<file path="config.mk">
export PLATFORM = sky130hd
export DESIGN_NAME = dmem_rmw_arbiter
export DESIGN_NICKNAME = d
export VERILOG_FILES = /design/src/rtl/dmem_rmw_arbiter.sv
export SDC_FILE = /design/constraint.sdc
export NUM_CORES = 1
export LEC_CHECK = 0
export CORE_AREA = 2 2 118 120
export CTS_CLUSTER_SIZE = 20
export DETAILED_ROUTE_END_ITERATION = 10
export DIE_AREA = 0 0 120 122
export PLACE_DENSITY_LB_ADDON = 0.12
export SETUP_SLACK_MARGIN = 0.05
export SKIP_LAST_GASP = 1
export SLEW_MARGIN = 30
export SYNTH_ARGS = -nofsm -noshare
export SYNTH_HDL_FRONTEND = slang
export SYNTH_SLANG_ARGS = --single-unit
</file>
<file path="constraint.sdc">
create_clock -name Clk -period 2.6 [get_ports Clk]
set_clock_uncertainty 0.2 [all_clocks]
set_input_delay 0.26 -clock Clk [delete_from_list [all_inputs] [get_ports Clk]]
set_output_delay 0.26 -clock Clk [all_outputs]
set_load 0.005 [all_outputs]
</file>
<file path="src/rtl/dmem_rmw_arbiter.sv">
// dmem_rmw_arbiter
// Shares the single port of the byte-addressed, little-endian data RAM between the CPU data port (0)
// and the debug/loader port (1) with round-robin arbitration. Byte and halfword stores are done as
// read-modify-write. Loads return zero-extended lanes. Accesses that would run past the end of the
// array are rejected without touching the RAM.
module dmem_rmw_arbiter #(
   parameter  int WORD_WIDTH = 32,
   parameter  int ENTRIES    = 100,
   localparam int AW         = $clog2(ENTRIES)
) (
   input  logic                  Clk,
   input  logic                  Rst,
   input  logic                  Req0,
   input  logic                  We0,
   input  logic [1:0]            Size0,
   input  logic [AW-1:0]         Addr0,
   input  logic [WORD_WIDTH-1:0] WData0,
   input  logic                  Req1,
   input  logic                  We1,
   input  logic [1:0]            Size1,
   input  logic [AW-1:0]         Addr1,
   input  logic [WORD_WIDTH-1:0] WData1,
   output logic                  Done0,
   output logic                  Err0,
   output logic                  Done1,
   output logic                  Err1,
   output logic [WORD_WIDTH-1:0] RData,
   output logic                  Busy,
   output logic                  Mem_WE,
   output logic [AW-1:0]         Mem_A,
   output logic [WORD_WIDTH-1:0] Mem_WD,
   input  logic [WORD_WIDTH-1:0] Mem_RD
);

   typedef enum logic [1:0] {
      ST_IDLE  = 2'd0,
      ST_READ  = 2'd1,
      ST_WRITE = 2'd2,
      ST_RESP  = 2'd3
   } state_t;

   localparam logic [1:0]  SIZE_BYTE_C  = 2'b00;
   localparam logic [1:0]  SIZE_HALF_C  = 2'b01;
   // One extra bit so that Addr + 4 cannot wrap before the depth compare.
   localparam logic [AW:0] WORD_BYTES_C = (AW+1)'(4);
   localparam logic [AW:0] DEPTH_C      = (AW+1)'(ENTRIES);

   state_t                  state_r;
   state_t                  state_s;
   logic                    rr_ptr_r;     // requester preferred when both ask
   logic                    gnt_r;
   logic                    we_r;
   logic [1:0]              size_r;
   logic [WORD_WIDTH-1:0]   wdata_r;
   logic                    done0_r;
   logic                    done1_r;
   logic                    err0_r;
   logic                    err1_r;
   logic [WORD_WIDTH-1:0]   rdata_r;
   logic [AW-1:0]           mem_a_r;
   logic [WORD_WIDTH-1:0]   mem_wd_r;

   logic                    any_req_s;
   logic                    gnt_s;
   logic                    sel_we_s;
   logic [1:0]              sel_size_s;
   logic [AW-1:0]           sel_addr_s;
   logic [WORD_WIDTH-1:0]   sel_wdata_s;
   logic                    range_bad_s;
   logic                    sel_partial_s;
   logic                    cur_gnt_s;
   logic                    done0_s;
   logic                    done1_s;
   logic                    err0_s;
   logic                    err1_s;
   logic [WORD_WIDTH-1:0]   rdata_s;
   logic [AW-1:0]           mem_a_s;
   logic [WORD_WIDTH-1:0]   mem_wd_s;

   // Zero-extended lane of a word read back from the RAM.
   function automatic logic [WORD_WIDTH-1:0] lane_extract(input logic [1:0] size,
                                                          input logic [WORD_WIDTH-1:0] rd);
      case (size)
         SIZE_BYTE_C: return {24'h000000, rd[7:0]};
         SIZE_HALF_C: return {16'h0000, rd[15:0]};
         default:     return rd;
      endcase
   endfunction

   // Old word with the low byte or halfword replaced by the store data.
   function automatic logic [WORD_WIDTH-1:0] lane_merge(input logic [1:0] size,
                                                        input logic [WORD_WIDTH-1:0] rd,
                                                        input logic [WORD_WIDTH-1:0] wd);
      case (size)
         SIZE_BYTE_C: return {rd[31:8], wd[7:0]};
         SIZE_HALF_C: return {rd[31:16], wd[15:0]};
         default:     return wd;
      endcase
   endfunction

   // Round-robin pick among pending requests; only meaningful while IDLE.
   always_comb begin
      any_req_s = Req0 | Req1;
      if (Req0 && Req1) begin
         gnt_s = rr_ptr_r;
      end else if (Req1) begin
         gnt_s = 1'b1;
      end else begin
         gnt_s = 1'b0;
      end
   end

   assign sel_we_s      = gnt_s ? We1    : We0;
   assign sel_size_s    = gnt_s ? Size1  : Size0;
   assign sel_addr_s    = gnt_s ? Addr1  : Addr0;
   assign sel_wdata_s   = gnt_s ? WData1 : WData0;
   assign range_bad_s   = ({1'b0, sel_addr_s} + WORD_BYTES_C) > DEPTH_C;
   assign sel_partial_s = (sel_size_s == SIZE_BYTE_C) || (sel_size_s == SIZE_HALF_C);
   assign cur_gnt_s     = (state_r == ST_IDLE) ? gnt_s : gnt_r;

   // State register.
   always_ff @(posedge Clk or negedge Rst) begin
      if (!Rst) begin
         state_r <= ST_IDLE;
      end else begin
         state_r <= state_s;
      end
   end

   // Next-state decode.
   always_comb begin
      state_s = state_r;
      case (state_r)
         ST_IDLE: begin
            if (!any_req_s) begin
               state_s = ST_IDLE;
            end else if (range_bad_s) begin
               state_s = ST_RESP;
            end else if (!sel_we_s || sel_partial_s) begin
               state_s = ST_READ;
            end else begin
               state_s = ST_WRITE;
            end
         end
         ST_READ: begin
            if (we_r) begin
               state_s = ST_WRITE;
            end else begin
               state_s = ST_RESP;
            end
         end
         ST_WRITE: state_s = ST_RESP;
         ST_RESP:  state_s = ST_IDLE;
         default:  state_s = ST_IDLE;
      endcase
   end

   // Next values of the registered outputs and the RAM address/data.
   always_comb begin
      done0_s  = 1'b0;
      done1_s  = 1'b0;
      err0_s   = 1'b0;
      err1_s   = 1'b0;
      rdata_s  = rdata_r;
      mem_a_s  = mem_a_r;
      mem_wd_s = mem_wd_r;
      if (state_s == ST_RESP) begin
         done0_s = ~cur_gnt_s;
         done1_s = cur_gnt_s;
      end else begin
         done0_s = 1'b0;
         done1_s = 1'b0;
      end
      case (state_r)
         ST_IDLE: begin
            if (any_req_s && range_bad_s) begin
               err0_s = ~gnt_s;
               err1_s = gnt_s;
            end else if (any_req_s) begin
               mem_a_s = sel_addr_s;
               if (sel_we_s && !sel_partial_s) begin
                  mem_wd_s = sel_wdata_s;
               end else begin
                  mem_wd_s = mem_wd_r;
               end
            end else begin
               mem_a_s = mem_a_r;
            end
         end
         ST_READ: begin
            if (we_r) begin
               mem_wd_s = lane_merge(size_r, Mem_RD, wdata_r);
            end else begin
               rdata_s = lane_extract(size_r, Mem_RD);
            end
         end
         default: begin
            mem_a_s = mem_a_r;
         end
      endcase
   end

   // Output and RAM-port registers.
   always_ff @(posedge Clk or negedge Rst) begin
      if (!Rst) begin
         done0_r  <= 1'b0;
         done1_r  <= 1'b0;
         err0_r   <= 1'b0;
         err1_r   <= 1'b0;
         rdata_r  <= {WORD_WIDTH{1'b0}};
         mem_a_r  <= {AW{1'b0}};
         mem_wd_r <= {WORD_WIDTH{1'b0}};
      end else begin
         done0_r  <= done0_s;
         done1_r  <= done1_s;
         err0_r   <= err0_s;
         err1_r   <= err1_s;
         rdata_r  <= rdata_s;
         mem_a_r  <= mem_a_s;
         mem_wd_r <= mem_wd_s;
      end
   end

   // Capture the granted request and advance the round-robin pointer.
   always_ff @(posedge Clk or negedge Rst) begin
      if (!Rst) begin
         rr_ptr_r <= 1'b0;
         gnt_r    <= 1'b0;
         we_r     <= 1'b0;
         size_r   <= 2'b00;
         wdata_r  <= {WORD_WIDTH{1'b0}};
      end else if ((state_r == ST_IDLE) && any_req_s) begin
         rr_ptr_r <= ~gnt_s;
         gnt_r    <= gnt_s;
         we_r     <= sel_we_s;
         size_r   <= sel_size_s;
         wdata_r  <= sel_wdata_s;
      end else begin
         rr_ptr_r <= rr_ptr_r;
         gnt_r    <= gnt_r;
         we_r     <= we_r;
         size_r   <= size_r;
         wdata_r  <= wdata_r;
      end
   end

   // Write strobe and busy are decoded from state so they fall as soon as Rst asserts.
   assign Mem_WE = (state_r == ST_WRITE);
   assign Busy   = (state_r != ST_IDLE);
   assign Mem_A  = mem_a_r;
   assign Mem_WD = mem_wd_r;
   assign RData  = rdata_r;
   assign Done0  = done0_r;
   assign Done1  = done1_r;
   assign Err0   = err0_r;
   assign Err1   = err1_r;

endmodule
</file>
Word-level counts from Yosys, hierarchy flattened
Index checks and enable logic that the tools add are counted.
- add/subtract/negate cells: 1
- order comparisons: 1
- equality and inequality tests: 10
- multiplexer cells: 25
- bitwise logic cells: 5
- reductions and logical operators: 16
- operators by type and width (operator ; count):
    $pmux W32 S2 ; 3
    $mux W32 ; 5
    $mux W1 ; 11
    $add A7 B3 Y8 const B ; 1
    $gt A8 B7 Y1 const B ; 1
    $mux W2 ; 4
    $pmux W2 S4 ; 1
    $mux W7 ; 1
    $eq A2 B1 Y1 const B ; 3
    $eq A2 B2 Y1 const B ; 3
    $logic_not A2 Y1 ; 3
    $ne A2 B2 Y1 const B ; 3
    $reduce_and A5 Y1 ; 1
    $logic_and A1 B1 Y1 ; 4
    $not A1 Y1 ; 4
    $reduce_bool A2 Y1 ; 2
    $reduce_and A3 Y1 ; 1
    $logic_not A1 Y1 ; 2
    $logic_or A1 B1 Y1 ; 2
    $ne A2 B1 Y1 const B ; 1
    $reduce_and A2 Y1 ; 1
    $or A1 B1 Y1 ; 1
- flip-flop bits (word level): 114
- input bits: 120
- output and inout port bits: 77
- word-level logic and storage cells: 71

Logic depth before layout (Yosys ltp)
- depth in word-level cells: 12
- mapped depth: 9
- mapped depth without buffers: 7

Worst setup path before layout
Ideal clock, no wire load.
- path kind: register to register
- start: register state_r[0]
- end: register mem_wd_r[21] (netlist: Mem_WD[21])
- library setup time: 125 ps
- arrival: 2064 ps
- data required time: 2275 ps
- setup slack: 212 ps
- cell stages (with the launch flop): 9
- path buffers: 1
- clock period less this slack: 2388 ps
- cell sequence: dfrtp_1 inv_1 ha_1 o21ai_1 a21bo_2 a31o_2 a211oi_4 buf_6 mux2_2
- longest elaborated chain between the ends: 3
- elaborated cells on any way between the ends: 9
- classes of those cells: eq/ne: 5; mux: 1; reduce/logical: 3
- RTL lines (element ; line ; source):
    from (decl) ; 48 ; state_t state_r;
    from (signal assigned) ; 126 ; state_r <= state_s;
    $eq A2 B1 Y1 or $logic_not A2 Y1 (tied branches) ; 174 ; case (state_r)
    $ne A2 B2 Y1 (no line) (tied with other cells) ; - ;
    $reduce_and A5 Y1 (no line) ; - ;
    to (signal assigned) ; 212 ; mem_wd_r <= {WORD_WIDTH{1'b0}};
    to (signal assigned) ; 220 ; mem_wd_r <= mem_wd_s;
    to (decl) ; 61 ; logic [WORD_WIDTH-1:0] mem_wd_r;
Parallel ways exist; a longest one is shown, timed or not.
A chain may end at the register's enable or synchronous reset.

Worst setup path in the final report
- start: input Addr1[2]
- end: register mem_wd_r[31] (netlist: Mem_WD[31])
- longest elaborated chain between the ends: 6
- RTL lines (element ; line ; source):
    from (decl) ; 21 ; input logic [AW-1:0] Addr1,
    $mux W7 ; 115 ; assign sel_addr_s = gnt_s ? Addr1 : Addr0;
    $add A7 B3 Y8 ; 117 ; assign range_bad_s = ({1'b0, sel_addr_s} + WORD_BYTES_C) > DEPTH_C;
    $gt A8 B7 Y1 ; 117 ;
    $logic_and A1 B1 Y1 ; 176 ; if (any_req_s && range_bad_s) begin
    $ne A2 B2 Y1 (no line) ; - ;
    $reduce_and A5 Y1 (no line) ; - ;
Every way passes these cells.

==> results.cfg <==
[outcome]
outcome = finished, final reports clean

[floorplan]
fp.dieH_um = 122
io_pins = 197
row_count = 43
die_area_um2 = 14600
coreArea_um2 = 13500
dieWidth_um = 120
initial_core_util = 0.397

[global_route]
grt_pass1_vias = 4623
grt_max_degree = 69
gr-total-overflow = 0
grt_pass1_wl_um = 22900
antenna_found_initial = 0
grtUsageTotal = 0.201

[sta]
worstMarginPinSlew_ns = 0.642
hold_viol = 0
rsz0062_at_grt = false
finalCriticalPeriod_ns = 2.48
max-slew-margin-rel = 0.572
finalCritPeriodShare = 0.955
slew_violations = 0
fmax_ghz = 0.403
finalSetupViolCount = 0

[logic_synthesis]
synth-edff-count = 0
syn_area_um2 = 5370
synthAdderAreaFrac = 0.00699
synthArstFlopShare = 1.00
synth_top_cell_area_share = 0.532
synth_top_area_cell = dfrtp_1
synth_flop_cell = dfrtp_1
synth-compound-area-share = 0.0993
synth_cells = 495
synth_area_leaders = dfrtp_1 (53%), mux2i_1 (15%), mux2_2 (8.0%)
netlist-cell-type-count = 29
synthXorXnorAreaFrac = 0
synth.area.mux_share = 0.235
yosys_register_bits = 114
ys_seq_area_frac = 0.532
synth_top_family_by_area = multiplexers
synthesis.nets = 618
yosys.area_share.simple = 0.0965
yosysWarnings = 0
syn_avg_cell_area_um2 = 10.8

[drt]
drc = 0
via_per_inst = 4.91
ant_nets = 0
drt-initial-drc-count = 201
routedWlPerCell_um = 16.1
via_count = 4347
drt_wl_total_um = 14200
drtPass1Iterations = 4

[finish]
layout_common_cells = clkdlybuf4s50_1 (195), dfrtp_1 (113), nand2_1 (100), mux2i_1 (80), o21ai_0 (60)
register_area_um2 = 2850
fin_nets = 821
diodes = 0
layout_commonest_cell = clkdlybuf4s50_1
fin_area_um2 = 8150
final_core_util = 0.604
multi_input_area_um2 = 2370
fillers = 1184
synthToLayoutAreaGrowth_pct = 51.9
layout-drive-gt1-share = 0.126
instances_no_fill = 885

[clock_network]
cts-htree-levels = 4
cts_tree = done
numClockSinks = 114
clk_latency_ns = 0.41
clk_path_buf_depth = 2
cts_root_buf = clkbuf_16
clk_pin_slew_ns = 0.05
cts_buffers = 17

[setup_path]
cp_data_arrival_time_ns = 2.57
crit_path_end_kind = register
rrSetupSlack_ns = 0.14
cp-start-kind = input port
crit_type = in2reg
crit_required_ns = 2.69
critPathMaxFanout = 14

[placed_design]
dpl.cell_count = 856
place_congestion = 0.741
dpl_cell_area_um2 = 7600
dp_hpwl_um = 9880
portBuffers = 196

[job]
maxCapViolCount = 0

[worst_hold_path]
hold_class = in2async

[power_and_ir_drop]
p_per_area_nw_per_um2 = 1160
p_total_uw = 9450
max-vdd-ir-drop_mv = 0.550
power.leakage_uw = 0.00360
-- sequential cells by signal (all words and copies together), names as in the netlist --
register and cells:
size_r 2, gnt_r 1, we_r 1, Err0 1
Done0 1, state_r 2, wdata_r 32, rr_ptr_r 1
Done1 1, Mem_WD 32, RData 32, Mem_A 7
Err1 1
-- per-stage QoR --
stage / setup WS, ns / TNS, ns / hold WS (ns)
3_3_place_gp: -0.230 / -7.16 / 0.0687
2_1_floorplan: 0.212 / 0 / -0.236
4_1_cts: 0.0989 / 0 / 0.196
5_1_grt: 0.0700 / 0 / 0.222
6_report: 0.117 / 0 / 0.190
3_5_place_dp: -0.249 / -7.49 / 0.0709
-- cells by family after synthesis --
| logic type | count (synthesis) |
|---|---|
| adders and majority gates | 3 |
| and+or+nand+nor | 131 |
| buffers and inverters | 36 |
| AOI/OAI and AO/OA | 90 |
| DFF | 114 |
| muxes | 121 |
-- cells in the mapped netlist, drive strengths merged (2+ instances only) --
cell / n
dfrtp: 114
nand2: 101
mux2i: 80
o21ai: 61
mux2: 41
clkbuf: 24
nor2: 19
a31oi: 10
a22o: 9
buf: 9
a21oi: 4
and3: 3
ha: 3
inv: 3
nand2b: 3
nor2b: 2
-- worst max-delay path, cell delays in order --
cell and delay (ns):
clkdlybuf4s50_1 0.42, or3_1 0.40, o311a_1 0.33, a31o_2 0.26, a211oi_4 0.24, buf_12 0.16, buf_12 0.15, mux2_2 0.34
-- routing by layer --
| metal | vias up | track usage | share of wire |
|---|---|---|---|
| met4 | 0 | 0.0853 | 0.018 |
| met5 | - | 0 | 0 |
| met3 | 18 | 0.0538 | 0.061 |
| met2 | 132 | 0.334 | 0.47 |
| li1 | 2128 | - | - |
| met1 | 2069 | 0.249 | 0.45 |
-- timing repair --
| item | 4_1_cts | 5_1_grt |
|---|---|---|
| setup endpoints to repair | 0 | 31 |
| endpoints found under the hold margin | 38 | 0 |
| hold buffers | 1 | 0 |
| buffers inserted | 0 | 1 |
| resized for setup | 0 | 1 |
-- final timing paths --
check                           startpoint  cells after the start         end
worst max-delay path              Addr1[2]                      8  Mem_WD[31]
worst min-delay path                   Rst                      2    Mem_A[0]
worst max register to register  state_r[0]                      9  Mem_WD[31]
worst min register to register    rr_ptr_r                      2    rr_ptr_r
max in group asynchronous              Rst                      3   RData[27]
min in group Clk                  Size0[0]                      3   size_r[0]
-- layout make-up --
class                           instances  share of cell area
Clock buffer                           25              0.0595
Clock inverter                          1            0.000614
Inverter                                3             0.00138
Multi-Input combinational cell        345               0.291
Sequential cell                       114               0.350
Tap cell                              180              0.0276
Timing Repair Buffer                  217               0.270
-- report_power, final --
group	switching (µW)	internal, µW	total, µW
clock	711	1250	1960
combinational	1830	2520	4350
sequential	490	2650	3140
(Power assumes the default switching activity.)
